### src/rtl/mult_host_seq_if.sv
// Host-side handshake bundle for mult_host_seq.
//
// Handshake rule for both directions: a transfer happens on the rising clock
// edge where valid and ready are both high. A producer keeps valid and its
// data stable until that transfer. Ready does not depend combinationally on
// valid.
//
//   in_valid/in_ready    operand pair a_in/b_in, host -> sequencer
//   out_valid/out_ready  result product_out/out_err, sequencer -> host
//
// Modports:
//   master  the host side (drives operands, consumes results)
//   slave   the sequencer side
interface mult_host_seq_if;
  logic        in_valid;
  logic        in_ready;
  logic [7:0]  a_in;
  logic [7:0]  b_in;
  logic        out_valid;
  logic        out_ready;
  logic [15:0] product_out;
  logic        out_err;

  modport master (
    output in_valid, a_in, b_in, out_ready,
    input  in_ready, out_valid, product_out, out_err
  );

  modport slave (
    input  in_valid, a_in, b_in, out_ready,
    output in_ready, out_valid, product_out, out_err
  );
endinterface

### src/rtl/mult_host_seq.sv
// Host-side sequencer for the 8x8 multiplier control FSM.
//
// Accepts an operand pair on host.in_*, holds it on dataa/datab, pulses start
// for one cycle, then walks count through 0..15 (one step per cycle) while the
// control FSM shifts through the multiplier bits. In the cycle after count=15
// it samples done: on done the product is captured and returned on host.out_*;
// without done it restarts the same operands, up to MAX_RETRY times, before
// returning an error result (product 0, out_err 1).
//
// Ports:
//   clk, reset_a    clock (rising edge) and asynchronous active-high reset
//   host            slave side of mult_host_seq_if (operand in, result out)
//   dataa, datab    operands to the datapath, stable from accept to next accept
//   start           one-cycle start request to the control FSM
//   count           step count to the control FSM
//   done            calc-done from the control FSM
//   product_in      datapath product register
//   busy            high in every state except IDLE
//   state_dbg       current FSM state encoding
module mult_host_seq #(
  parameter int unsigned MAX_RETRY = 2
) (
  input  logic                clk,
  input  logic                reset_a,
  mult_host_seq_if.slave      host,
  output logic [7:0]          dataa,
  output logic [7:0]          datab,
  output logic                start,
  output logic [3:0]          count,
  input  logic                done,
  input  logic [15:0]         product_in,
  output logic                busy,
  output logic [2:0]          state_dbg
);

  localparam int RW = (MAX_RETRY < 1) ? 1 : $clog2(MAX_RETRY + 1);

  typedef enum logic [2:0] {
    IDLE  = 3'd0,
    START = 3'd1,
    RUN   = 3'd2,
    CHECK = 3'd3,
    OUT   = 3'd4
  } state_t;

  state_t          state_q;
  logic [RW-1:0]   retry_q;
  logic [7:0]      dataa_q;
  logic [7:0]      datab_q;
  logic            start_q;
  logic [3:0]      count_q;
  logic            in_ready_q;
  logic            out_valid_q;
  logic [15:0]     product_q;
  logic            err_q;
  logic            busy_q;

  always_ff @(posedge clk or posedge reset_a) begin
    if (reset_a) begin
      state_q     <= IDLE;
      retry_q     <= '0;
      dataa_q     <= '0;
      datab_q     <= '0;
      start_q     <= 1'b0;
      count_q     <= '0;
      in_ready_q  <= 1'b0;
      out_valid_q <= 1'b0;
      product_q   <= '0;
      err_q       <= 1'b0;
      busy_q      <= 1'b0;
    end else begin
      case (state_q)
        IDLE: begin
          // in_ready comes up one cycle after reset release; accept only
          // once it has been shown to the host.
          if (in_ready_q && host.in_valid) begin
            dataa_q    <= host.a_in;
            datab_q    <= host.b_in;
            retry_q    <= '0;
            in_ready_q <= 1'b0;
            busy_q     <= 1'b1;
            start_q    <= 1'b1;
            state_q    <= START;
          end else begin
            in_ready_q <= 1'b1;
          end
        end

        START: begin
          start_q <= 1'b0;
          count_q <= '0;
          state_q <= RUN;
        end

        RUN: begin
          // Exit is decided on the registered value, so count shows every
          // value 0..15 exactly once and never wraps.
          if (count_q == 4'd15) begin
            count_q <= '0;
            state_q <= CHECK;
          end else begin
            count_q <= count_q + 4'd1;
          end
        end

        CHECK: begin
          // start stays low here so the control FSM can leave calc_done.
          if (done) begin
            product_q   <= product_in;
            err_q       <= 1'b0;
            out_valid_q <= 1'b1;
            state_q     <= OUT;
          end else if (retry_q < RW'(MAX_RETRY)) begin
            // Control FSM sits in err and recovers on the next start.
            retry_q <= retry_q + RW'(1);
            start_q <= 1'b1;
            state_q <= START;
          end else begin
            product_q   <= '0;
            err_q       <= 1'b1;
            out_valid_q <= 1'b1;
            state_q     <= OUT;
          end
        end

        OUT: begin
          if (host.out_ready) begin
            out_valid_q <= 1'b0;
            in_ready_q  <= 1'b1;
            busy_q      <= 1'b0;
            state_q     <= IDLE;
          end
        end

        default: begin
          state_q <= IDLE;
        end
      endcase
    end
  end

  assign host.in_ready    = in_ready_q;
  assign host.out_valid   = out_valid_q;
  assign host.product_out = product_q;
  assign host.out_err     = err_q;
  assign dataa            = dataa_q;
  assign datab            = datab_q;
  assign start            = start_q;
  assign count            = count_q;
  assign busy             = busy_q;
  assign state_dbg        = state_q;

endmodule

### src/flat_wrapper.sv
// flat-port wrapper written by rule: the top's interface ports become plain ports
module mult_host_seq_flat 
#(
  parameter int unsigned MAX_RETRY = 2
)
  (clk, reset_a, dataa, datab, start, count, done, product_in, busy, state_dbg, host_in_valid, host_a_in, host_b_in, host_out_ready, host_in_ready, host_out_valid, host_product_out, host_out_err);
  mult_host_seq_if host_i ();
  input  logic clk;
  input  logic reset_a;
  output logic [7:0] dataa;
  output logic [7:0] datab;
  output logic start;
  output logic [3:0] count;
  input  logic done;
  input  logic [15:0] product_in;
  output logic busy;
  output logic [2:0] state_dbg;
  input wire logic [$bits(host_i.in_valid)-1:0] host_in_valid;
  input wire logic [$bits(host_i.a_in)-1:0] host_a_in;
  input wire logic [$bits(host_i.b_in)-1:0] host_b_in;
  input wire logic [$bits(host_i.out_ready)-1:0] host_out_ready;
  output wire logic [$bits(host_i.in_ready)-1:0] host_in_ready;
  output wire logic [$bits(host_i.out_valid)-1:0] host_out_valid;
  output wire logic [$bits(host_i.product_out)-1:0] host_product_out;
  output wire logic [$bits(host_i.out_err)-1:0] host_out_err;
  assign host_i.in_valid = host_in_valid;
  assign host_i.a_in = host_a_in;
  assign host_i.b_in = host_b_in;
  assign host_i.out_ready = host_out_ready;
  assign host_in_ready = host_i.in_ready;
  assign host_out_valid = host_i.out_valid;
  assign host_product_out = host_i.product_out;
  assign host_out_err = host_i.out_err;
  mult_host_seq #(.MAX_RETRY(MAX_RETRY)) u_core (.clk(clk), .reset_a(reset_a), .host(host_i), .dataa(dataa), .datab(datab), .start(start), .count(count), .done(done), .product_in(product_in), .busy(busy), .state_dbg(state_dbg));
endmodule
### config.mk
export PLATFORM = sky130hd
export DESIGN_NAME = mult_host_seq_flat
export DESIGN_NICKNAME = d
export VERILOG_FILES = /design/src/rtl/mult_host_seq_if.sv /design/src/rtl/mult_host_seq.sv /design/src/flat_wrapper.sv
export SDC_FILE = /design/constraint.sdc
export NUM_CORES = 1
export LEC_CHECK = 0
export BUFFER_PORTS_ARGS = -buffer_cell sky130_fd_sc_hd__buf_2
export CAP_MARGIN = 20
export CORE_ASPECT_RATIO = 2
export CORE_MARGIN = 8
export CORE_UTILIZATION = 45
export CTS_BUF_LIST = sky130_fd_sc_hd__clkbuf_4 sky130_fd_sc_hd__clkbuf_8 sky130_fd_sc_hd__clkbuf_16
export CTS_CLUSTER_SIZE = 24
export DETAILED_ROUTE_END_ITERATION = 16
export HOLD_SLACK_MARGIN = 0.06
export PLACE_DENSITY = 0.76
export SLEW_MARGIN = 20
export SYNTH_ARGS = -nofsm -noshare
export SYNTH_HDL_FRONTEND = slang
export SYNTH_SLANG_ARGS = --single-unit
### constraint.sdc
create_clock -name clk -period 1.8 [get_ports clk]
set_input_delay 0.09 -clock clk [delete_from_list [all_inputs] [get_ports clk]]
set_output_delay 0.09 -clock clk [all_outputs]
set_load 0.005 [all_outputs]
==> qor.csv, run 1 <==
metric,value,unit
crit path time final,1.463,ns
initial DRC count,76,
# setup viols final,0,
CP endpoint kind,flip-flop,
first-pass GRT wire length,7852,um
grt ovf,0,
Worst Tran Pin Value,0.7321,ns
CP max FO,18,
post-synthesis average cell area,13.19,um2
Final HPWL DP,3340,um
clock slew at the register clock pins of the worst setup and hold paths,0.08,ns
Cell variety after synth,32,
CTS tree,done,
final worst-path cycle share,81.25,%
final wirelength,4872,um
"worst slack, placed",0.3254,ns
Layout area overhead,46.35,%
ratio of cells with drive above 1 in the final layout,40.84,%
register bit total from synthesis,46,
Die Y,107.6,um
worst-path cell chain,nand3b_1 > nor3_4 > buf_4 > mux2_2,
endpoints failing hold,0,
WL per Instance,15.52,um
Worst Path Required,1.98,ns
Final Net Count,299,
YS warnings,0,
CP peak stage delay,0.37,ns
sequential-to-total area share from yosys stat,61.01,%
DIE AREA,6647,um2
outcome,completed,
DR vias/cell,5.013,
Clock Tree Root,clkbuf_8,
die width,61.79,um
CP Launch Type,flip-flop,
Antenna Violating Nets Remaining,0,
# diodes,0,
Pwr Density,1478,nW/um2
"Slowest-stage cell, CP",dfrtp_1,
Fin Clk Skew,0.007927,ns
Syn Inst Count,143,
Starting Density,46.63,%
Slew Limit Headroom,51.18,%
DR vias,1574,
"most common cell after layout, fill and taps aside",buf_2,
Initial DRT Pass Iterations,4,
port bufs,80,
clock insertion delay at the later pin of the skew report,0.29,ns
antenna violations before repair,0,
clk sinks,46,
final setup TNS,0,ns
Rows,33,
Netlist Area Pre-Place,1887,um2
Setup CP Type,flip-flop to flip-flop,
Total Routing Usage GR,15.45,%
Slew Limit Fails,0,
Longest Clk Path Bufs,2,
Routability Congestion,0.7403,
min-delay worst type,primary input to flip-flop,
Critical Path AT,1.64,ns
Filler Cell Count,315,
# DRC,0,
Max Freq,0.6837,GHz
"commonest cells after routing, fill and taps aside","buf_2 (80), dfrtp_1 (46), dlygate4sd3_1 (34), a22o_1 (16)",
max-cap viol count,0,
Boundary Pins,81,
RSZ-0062 raised after global routing,no,
leakage power,1.383,nW
Core Box Area,4046,um2
largest net degree at the start of global routing,47,
syn nets,181,
H-Tree Depth,2,
Max IR drop VDD,0.001017,V
vias in the first global route,1653,
Num CTS Buffers,5,
min setup slack post-route,0.3375,ns
-- cells by family (layout without fill, tap and decap cells) --
logic type | after synthesis | in the layout | share of synthesized area [%]
muxes | 17 | 17 | 10.08
adders and majority gates | 1 | 1 | 0.6630
AOI/OAI and AO/OA | 41 | 41 | 15.45
DFF | 46 | 46 | 61.01
buffers and inverters | 15 | 134 | 4.774
xor gates and xnor gates | 2 | 2 | 0.9286
and+or+nand+nor | 21 | 21 | 7.096
-- final cells by class --
type	count	area, um2	share of cell area [%]
clock buffers	7	90.09	3.262
clock inverters	1	5.005	0.1812
inverters	7	26.28	0.9515
multi-input cells	82	645.6	23.38
flip-flops and latches	46	1151	41.69
well taps	52	65.06	2.356
repair buffers	119	778.2	28.18
-- synth_stat cells --
cell type	count	area [um2]
dfrtp_1	46	1151
a22o_1	16	140.1
mux2_1	8	90.09
mux2_2	8	90.09
o21ai_0	8	40.04
a21oi_1	7	35.03
inv_1	7	26.28
nor2_1	7	26.28
buf_6	4	45.04
buf_2	3	15.01
nand3_1	3	15.01
o22ai_1	3	18.77
a2bb2oi_1	2	17.52
nand2_1	2	7.510
nand3b_1	2	15.01
a31oi_1	1	6.260
a32oi_1	1	8.760
and2_4	1	8.760
and3b_1	1	8.760
and3b_4	1	12.51
clkbuf_1	1	3.750
ha_1	1	12.51
mux2i_1	1	10.01
nand2b_1	1	6.260
nor3_4	1	16.27
nor4b_1	1	8.760
o21ai_2	1	8.760
o2bb2ai_1	1	8.760
o31ai_1	1	7.510
or3b_2	1	8.760
xnor2_1	1	8.760
xor2_1	1	8.760
-- through the flow --
| step | cell area [um2] | hold slack (ns) | instances | utilization [%] | total power (W) |
|---|---|---|---|---|---|
| after floorplan | 1887 | 0.2072 | 143 | - | 0.002742 |
| after global placement | 2326 | 0.2590 | 272 | 57.48 | 0.003377 |
| after detailed placement | 2326 | 0.2707 | 272 | 57.48 | 0.003438 |
| after CTS | 2761 | 0.1214 | 314 | 68.24 | 0.004152 |
| after global routing | 2761 | 0.1622 | 314 | 68.24 | 0.004417 |
| final | 2761 | 0.1406 | 314 | 68.24 | 0.004082 |
-- per-layer routing --
layer | GRT usage [%] | up-vias | part of all wire [%]
met5 | 0 | - | 0
met4 | 7.553 | 0 | 2.5
met3 | 5.150 | 11 | 8.8
met2 | 25.41 | 68 | 49
met1 | 16.75 | 740 | 40
li1 | - | 755 | -
-- report_power, final --
group / switching, W / internal, W / leakage [nW]
Sequential: 0.000290 / 0.00149 / 0.564
Combinational: 0.000766 / 0.000906 / 0.768
Clock: 0.000303 / 0.000324 / 0.0517
Total: 0.00136 / 0.00272 / 1.38
-- registers in the layout (all words and copies together) (netlist names) --
signal,count
u_core.host.product_out,16
u_core.dataa,8
u_core.datab,8
u_core.count,4
u_core.state_dbg,3
u_core.retry_q,2
u_core.busy,1
u_core.host.in_ready,1
u_core.host.out_err,1
u_core.host.out_valid,1
u_core.start,1
-- what timing repair did --
action / 4_1_cts / 5_1_grt
setup buffers: 0 / 0
gates resized for setup: 0 / 0
setup endpoints to repair: 0 / 0
hold buffers: 34 / 0
hold endpoints to repair: 79 / 0
-- worst paths after layout --
kind                                     start                          end  slack, ns  cells after the start
min in group asynchronous              reset_a              u_core.datab[2]       0.50                      4
max in group asynchronous              reset_a  u_core.host.product_out[11]       0.93                      4
min reg2reg                    u_core.dataa[6]              u_core.dataa[6]       0.48                      1
max                        u_core.state_dbg[1]              u_core.datab[6]       0.34                      4
min                              host_in_valid                  u_core.busy       0.14                      3
max reg2reg                u_core.state_dbg[1]              u_core.datab[6]       0.34                      4
-- worst max-delay path, delay by kind of cell, from the launching register on --
kind / cells / cell delay, ns
simple gates: 2 / 0.34
mux: 1 / 0.36
buf+inv: 1 / 0.27
flops: 1 / 0.37
Note: power is estimated with default switching activity, not from simulation.
==> run 2: changes to the inputs <==
--- a/config.mk
+++ b/config.mk
@@ -5,6 +5,7 @@
 export SDC_FILE = /design/constraint.sdc
 export NUM_CORES = 1
 export LEC_CHECK = 0
+export ABC_AREA = 1
 export BUFFER_PORTS_ARGS = -buffer_cell sky130_fd_sc_hd__buf_2
 export CAP_MARGIN = 20
 export CORE_ASPECT_RATIO = 2
@@ -14,7 +15,7 @@
 export CTS_CLUSTER_SIZE = 24
 export DETAILED_ROUTE_END_ITERATION = 16
 export HOLD_SLACK_MARGIN = 0.06
-export PLACE_DENSITY = 0.76
+export PLACE_DENSITY = 0.75
 export SLEW_MARGIN = 20
 export SYNTH_ARGS = -nofsm -noshare
 export SYNTH_HDL_FRONTEND = slang
==> constraint.sdc (replaced) <==
create_clock -name clk -period 1.5 [get_ports clk]
set_input_delay 0.075 -clock clk [delete_from_list [all_inputs] [get_ports clk]]
set_output_delay 0.075 -clock clk [all_outputs]
set_load 0.005 [all_outputs]
==> qor.csv, run 2 <==
metric,value,unit
outcome,completed,
Total Routing Usage GR,15.91,%
Final Net Count,377,
final setup TNS,0,ns
Compound-Gate Fraction of Synth Area,8.818,%
DR vias,1854,
"Design Area, Final",2894,um2
# diodes,0,
Fin Clk Skew,0.004874,ns
min-delay worst type,primary input to flip-flop,
Die Y,110.3,um
die width,63.15,um
CP Launch Type,flip-flop,
Post-Synth Simple-Gate Area,24.45,%
Boundary Pins,81,
# DRC,0,
crit path time final,1.363,ns
synth top area cells,"dfrtp_1 (58%), nand2_1 (18%), o21ai_2 (7.4%)",
CP max FO,33,
Longest Clk Path Bufs,2,
largest net degree at the start of global routing,47,
commonest cells in the netlist,"nand2_1 (97), dfrtp_1 (46), inv_1 (25)",
Clock Tree Root,clkbuf_8,
reg-to-reg endpoint,u_core.dataa[3],
Post-CTS Setup Bufs,0,
Layout area overhead,44.65,%
Starting Density,46.56,%
max FFs per register,16,
worst-path cell chain,nor2_2 > nand2_2 > inv_2 > nand3_4 > buf_12 > nand2_1 > o21ai_2,
sequential-to-total area share from yosys stat,57.54,%
grt ovf,0,
Worst Path Required,1.68,ns
Synth Area in Adders,0.6254,%
Syn Inst Count,222,
Crit path buffers/inverters,2,
final wirelength,5474,um
antenna violations before repair,0,
Slew Limit Fails,0,
"most common cell after layout, fill and taps aside",nand2_1,
Max IR drop VDD,0.0009534,V
mux contribution to synthesized area,0,%
R2R depth,7,
YS warnings,0,
endpoints failing hold,0,
largest family of logic cells by synthesized area,simple AND/OR/NAND/NOR gates,
clk sinks,46,
Worst Tran Pin Value,0.5266,ns
clock insertion delay at the later pin of the skew report,0.29,ns
RSZ-0062 raised after global routing,no,
# setup viols final,0,
Critical Path AT,1.54,ns
Netlist Area Pre-Place,2001,um2
max-cap viol count,0,
leakage power,1.656,nW
"commonest cells after routing, fill and taps aside","nand2_1 (97), buf_2 (80), dfrtp_1 (46), dlygate4sd3_1 (34), inv_1 (24)",
share of the synthesized area in the top cell type,57.54,%
placed cell count,352,
Cell variety after synth,22,
CP peak stage delay,0.46,ns
WL per Instance,13.89,um
Initial DRT Pass Iterations,4,
min setup slack post-route,0.1368,ns
post-synthesis average cell area,9.012,um2
fraction of registers with async set/reset,100.0,%
largest area contributor in the netlist,dfrtp_1,
register bit total from synthesis,46,
Area after DPL,2451,um2
WP depth,7,
Pwr Density,1722,nW/um2
Max Freq,0.7335,GHz
vias in the first global route,1955,
Slew Limit Headroom,64.76,%
final worst-path cycle share,90.88,%
XOR/XNOR share of the synthesized area,0.4378,%
port bufs,80,
non-filler instance count after layout,394,
Rows,34,
Final HPWL DP,3851,um
DIE AREA,6965,um2
number of flops mapped to enable cells by yosys,0,
most common flop cell mapped by yosys,dfrtp_1,
Hold Crit Start,host_out_ready,
R2R Setup Slk,0.14,ns
initial DRC count,56,
Setup CP Type,flip-flop to flip-flop,
worst r2r src,u_core.state_dbg[1],
DR vias/cell,4.706,
CP endpoint kind,flip-flop,
ratio of cells with drive above 1 in the final layout,33.82,%
WHS Endpoint,u_core.state_dbg[2],
syn nets,260,
first-pass GRT wire length,8832,um
Top delay family on crit path,simple AND/OR/NAND/NOR gates,
Routability Congestion,0.7627,
leading cell type by number of instances after synthesis,nand2_1,
Filler Cell Count,380,
"worst slack, placed",0.04584,ns
"Slowest-stage cell, CP",dfrtp_1,
CTS tree,done,
Num CTS Buffers,5,
Antenna Violating Nets Remaining,0,
Core Box Area,4297,um2
H-Tree Depth,2,
hold depth,3,
clock slew at the register clock pins of the worst setup and hold paths,0.08,ns
## run 2: final cells by class
cell class / count / area [um2] / area share [%]
clock buffer: 7 / 90.09 / 3.113
clock inverter: 1 / 5.005 / 0.1729
inverter: 28 / 105.1 / 3.632
multi-input combinational: 142 / 694.4 / 23.99
sequential: 46 / 1151 / 39.77
tap: 54 / 67.56 / 2.335
timing repair buffer: 116 / 780.7 / 26.98
## run 2: layer usage
metal  global-route usage, %  vias up  share of wire [%]
met5                       0        -                  0
met4                   7.882        0                2.0
met3                   3.441        9                4.3
met2                   33.09       42                 61
met1                   13.47      894                 33
li1                        -      909                  -
## run 2: cell families (layout without fill, tap and decap cells)
logic type                 count (synthesis)  count (layout)
buffers and inverters                     34             152
and+or+nand+nor                          118             118
DFF                                       46              46
adders and majority gates                  1               1
xor gates and xnor gates                   1               1
AOI/OAI and AO/OA                         22              22
## run 2: worst max-delay path by stage
stage                     slack (ns)                start              end
after detailed placement        0.05    u_core.retry_q[1]     u_core.start
final                           0.14  u_core.state_dbg[1]  u_core.dataa[3]
after CTS                       0.02                 done     u_core.start
after global placement          0.07    u_core.retry_q[1]     u_core.start
after global routing            0.04  u_core.state_dbg[1]  u_core.dataa[3]
after floorplan                 0.28  u_core.state_dbg[1]  u_core.dataa[0]
## run 2: where the power goes
group,internal [W],total (W),switching [W]
logic,0.000914,0.00204,0.00113
clock network,0.000390,0.000786,0.000396
registers,0.00178,0.00215,0.000370
## run 2: timing repair
item,in CTS,in global routing
hold buffers,34,0
setup endpoints to repair,0,2
resized for setup,0,1
endpoints found under the hold margin,79,0
## run 2: metrics by stage
step	hold WS (ns)	total power, W	utilization, %
floorplan	0.1661	0.003307	-
global route	0.1061	0.005420	67.36
CTS	0.06784	0.005029	67.18
detailed placement	0.1260	0.004169	57.05
global placement	0.1242	0.004086	57.05
finish	0.08386	0.004985	67.36
## run 2: worst register-to-register path: stages (launching register included)
cell and delay [ns]:
dfrtp_1 0.46, nor2_2 0.20, nand2_2 0.10, inv_2 0.09, nand3_4 0.07, buf_12 0.18, nand2_1 0.10, o21ai_2 0.05
==> run 3: changes to the inputs <==
--- a/config.mk
+++ b/config.mk
@@ -16,6 +16,7 @@
 export DETAILED_ROUTE_END_ITERATION = 16
 export HOLD_SLACK_MARGIN = 0.06
 export PLACE_DENSITY = 0.75
+export REMOVE_ABC_BUFFERS = 1
 export SLEW_MARGIN = 20
 export SYNTH_ARGS = -nofsm -noshare
 export SYNTH_HDL_FRONTEND = slang
==> qor.csv, run 3 (same netlist as run 2, synthesis figures left out) <==
metric,value,unit
Layout area overhead,44.65,%
min-delay worst type,primary input to flip-flop,
Starting Density,46.56,%
vias in the first global route,1926,
Longest Clk Path Bufs,2,
final wirelength,5141,um
"Slowest-stage cell, CP",dfrtp_1,
crit path time final,1.366,ns
Total Routing Usage GR,15.19,%
clock insertion delay at the later pin of the skew report,0.29,ns
reg-to-reg endpoint,u_core.dataa[4],
hold depth,3,
Setup crit end,u_core.dataa[4],
CTS tree,done,
"most common cell after layout, fill and taps aside",nand2_1,
R2R Setup Slk,0.13,ns
ratio of cells with drive above 1 in the final layout,34.02,%
max FFs per register,16,
Initial DRT Pass Iterations,4,
Num CTS Buffers,5,
Max Freq,0.7318,GHz
CP max FO,26,
outcome,completed,
clock slew at the register clock pins of the worst setup and hold paths,0.08,ns
Final HPWL DP,3646,um
CP Launch Type,flip-flop,
Clock Tree Root,clkbuf_8,
Setup CP Type,flip-flop to flip-flop,
Fin Clk Skew,0.005698,ns
RSZ-0062 raised after global routing,no,
DIE AREA,6965,um2
Routability Congestion,0.7926,
WL per Instance,13.02,um
port bufs,80,
Final Net Count,378,
worst r2r src,u_core.state_dbg[0],
Final Util,67.36,%
Core Box Area,4297,um2
Pwr Density,1712,nW/um2
Antenna Violating Nets Remaining,0,
multi-input logic area,699.4,um2
Post-CTS Setup Bufs,0,
DR vias,1833,
Rows,34,
Filler Cell Count,362,
Critical Path AT,1.56,ns
Worst Tran Pin Value,0.5204,ns
Slew Limit Headroom,65.17,%
initial DRC count,55,
final worst-path cycle share,91.09,%
Boundary Pins,81,
# diodes,0,
CP endpoint kind,flip-flop,
Slew Limit Fails,0,
Worst Path Required,1.69,ns
# DRC,0,
die width,63.15,um
register area,1151,um2
H-Tree Depth,2,
max-cap viol count,0,
"commonest cells after routing, fill and taps aside","nand2_1 (97), buf_2 (80), dfrtp_1 (46), dlygate4sd3_1 (34), inv_1 (24)",
leakage power,1.658,nW
Max IR drop VDD,0.001204,V
largest net degree at the start of global routing,27,
endpoints failing hold,0,
CP peak stage delay,0.46,ns
antenna violations before repair,0,
Die Y,110.3,um
worst-path cell chain,nor2_4 > nand2_2 > inv_2 > nand3_4 > buf_12 > nand2_1 > o21ai_2,
Hold Crit Start,host_out_ready,
clk sinks,46,
R2R depth,7,
# setup viols final,0,
first-pass GRT wire length,8542,um
grt ovf,0,
DR vias/cell,4.641,
Pwr Total,0.004953,W
Setup crit start,u_core.state_dbg[0],
[run 3: cell types whose count changed in the layout (fill, tap and decap cells not counted)]
cell and delta:
nor2_2 -1, buf_12 -1, nor2_4 +1, buf_4 +2
[run 3: timing repair]
action | 4_1_cts | 5_1_grt
endpoints found under the hold margin | 47 | 0
hold buffers | 34 | 0
setup endpoints to repair | 1 | 1
resized for setup | 1 | 1
[run 3: layout make-up]
cell class | instances | share of cell area, %
Timing Repair Buffer | 117 | 26.80
Clock inverter | 1 | 0.1729
Tap cell | 54 | 2.335
Sequential cell | 46 | 39.77
Inverter | 28 | 3.632
Clock buffer | 7 | 3.113
Multi-Input combinational cell | 142 | 24.17
[run 3: per-stage QoR]
| stage | area, um2 | std cells | setup slack (ns) | hold WS (ns) | TNS (ns) |
|---|---|---|---|---|---|
| finish | 2894 | 395 | 0.1336 | 0.09585 | 0 |
| global route | 2894 | 395 | 0.03567 | 0.09752 | 0 |
| CTS | 2889 | 395 | 0.1051 | 0.09215 | 0 |
| detailed placement | 2446 | 353 | -0.005685 | 0.05355 | -0.005685 |
| global placement | 2446 | 353 | 0.06021 | 0.04806 | 0 |
| floorplan | 1943 | 216 | 0.1354 | 0.1697 | 0 |
[run 3: how the worst min path moves through the flow]
| stage | to | slack (ns) |
|---|---|---|
| floorplan | u_core.host.out_err | 0.17 |
| global placement | u_core.datab[4] | 0.05 |
| detailed placement | u_core.dataa[2] | 0.05 |
| CTS | u_core.state_dbg[2] | 0.09 |
| global route | u_core.state_dbg[2] | 0.1 |
| finish | u_core.state_dbg[2] | 0.1 |
[run 3: critical path: cells and delay by family (launching register included)]
kind | cells | cell delay (ns)
AND/OR/NAND/NOR | 4 | 0.47
flip-flops | 1 | 0.46
buffers and inverters | 2 | 0.28
AO/OA/AOI/OAI | 1 | 0.05
[run 3: metal layers]
| metal | global-route usage [%] | wire [um] | vias up |
|---|---|---|---|
| met5 | 0 | 0 | - |
| met4 | 6.897 | 135 | 0 |
| met3 | 4.656 | 293 | 13 |
| met2 | 30.21 | 2972 | 55 |
| met1 | 13.39 | 1740 | 853 |
| li1 | - | - | 912 |
[run 3: power breakdown]
group,switching [W],internal (W)
Combinational,0.00110,0.000917
Sequential,0.000370,0.00178
Clock,0.000390,0.000390
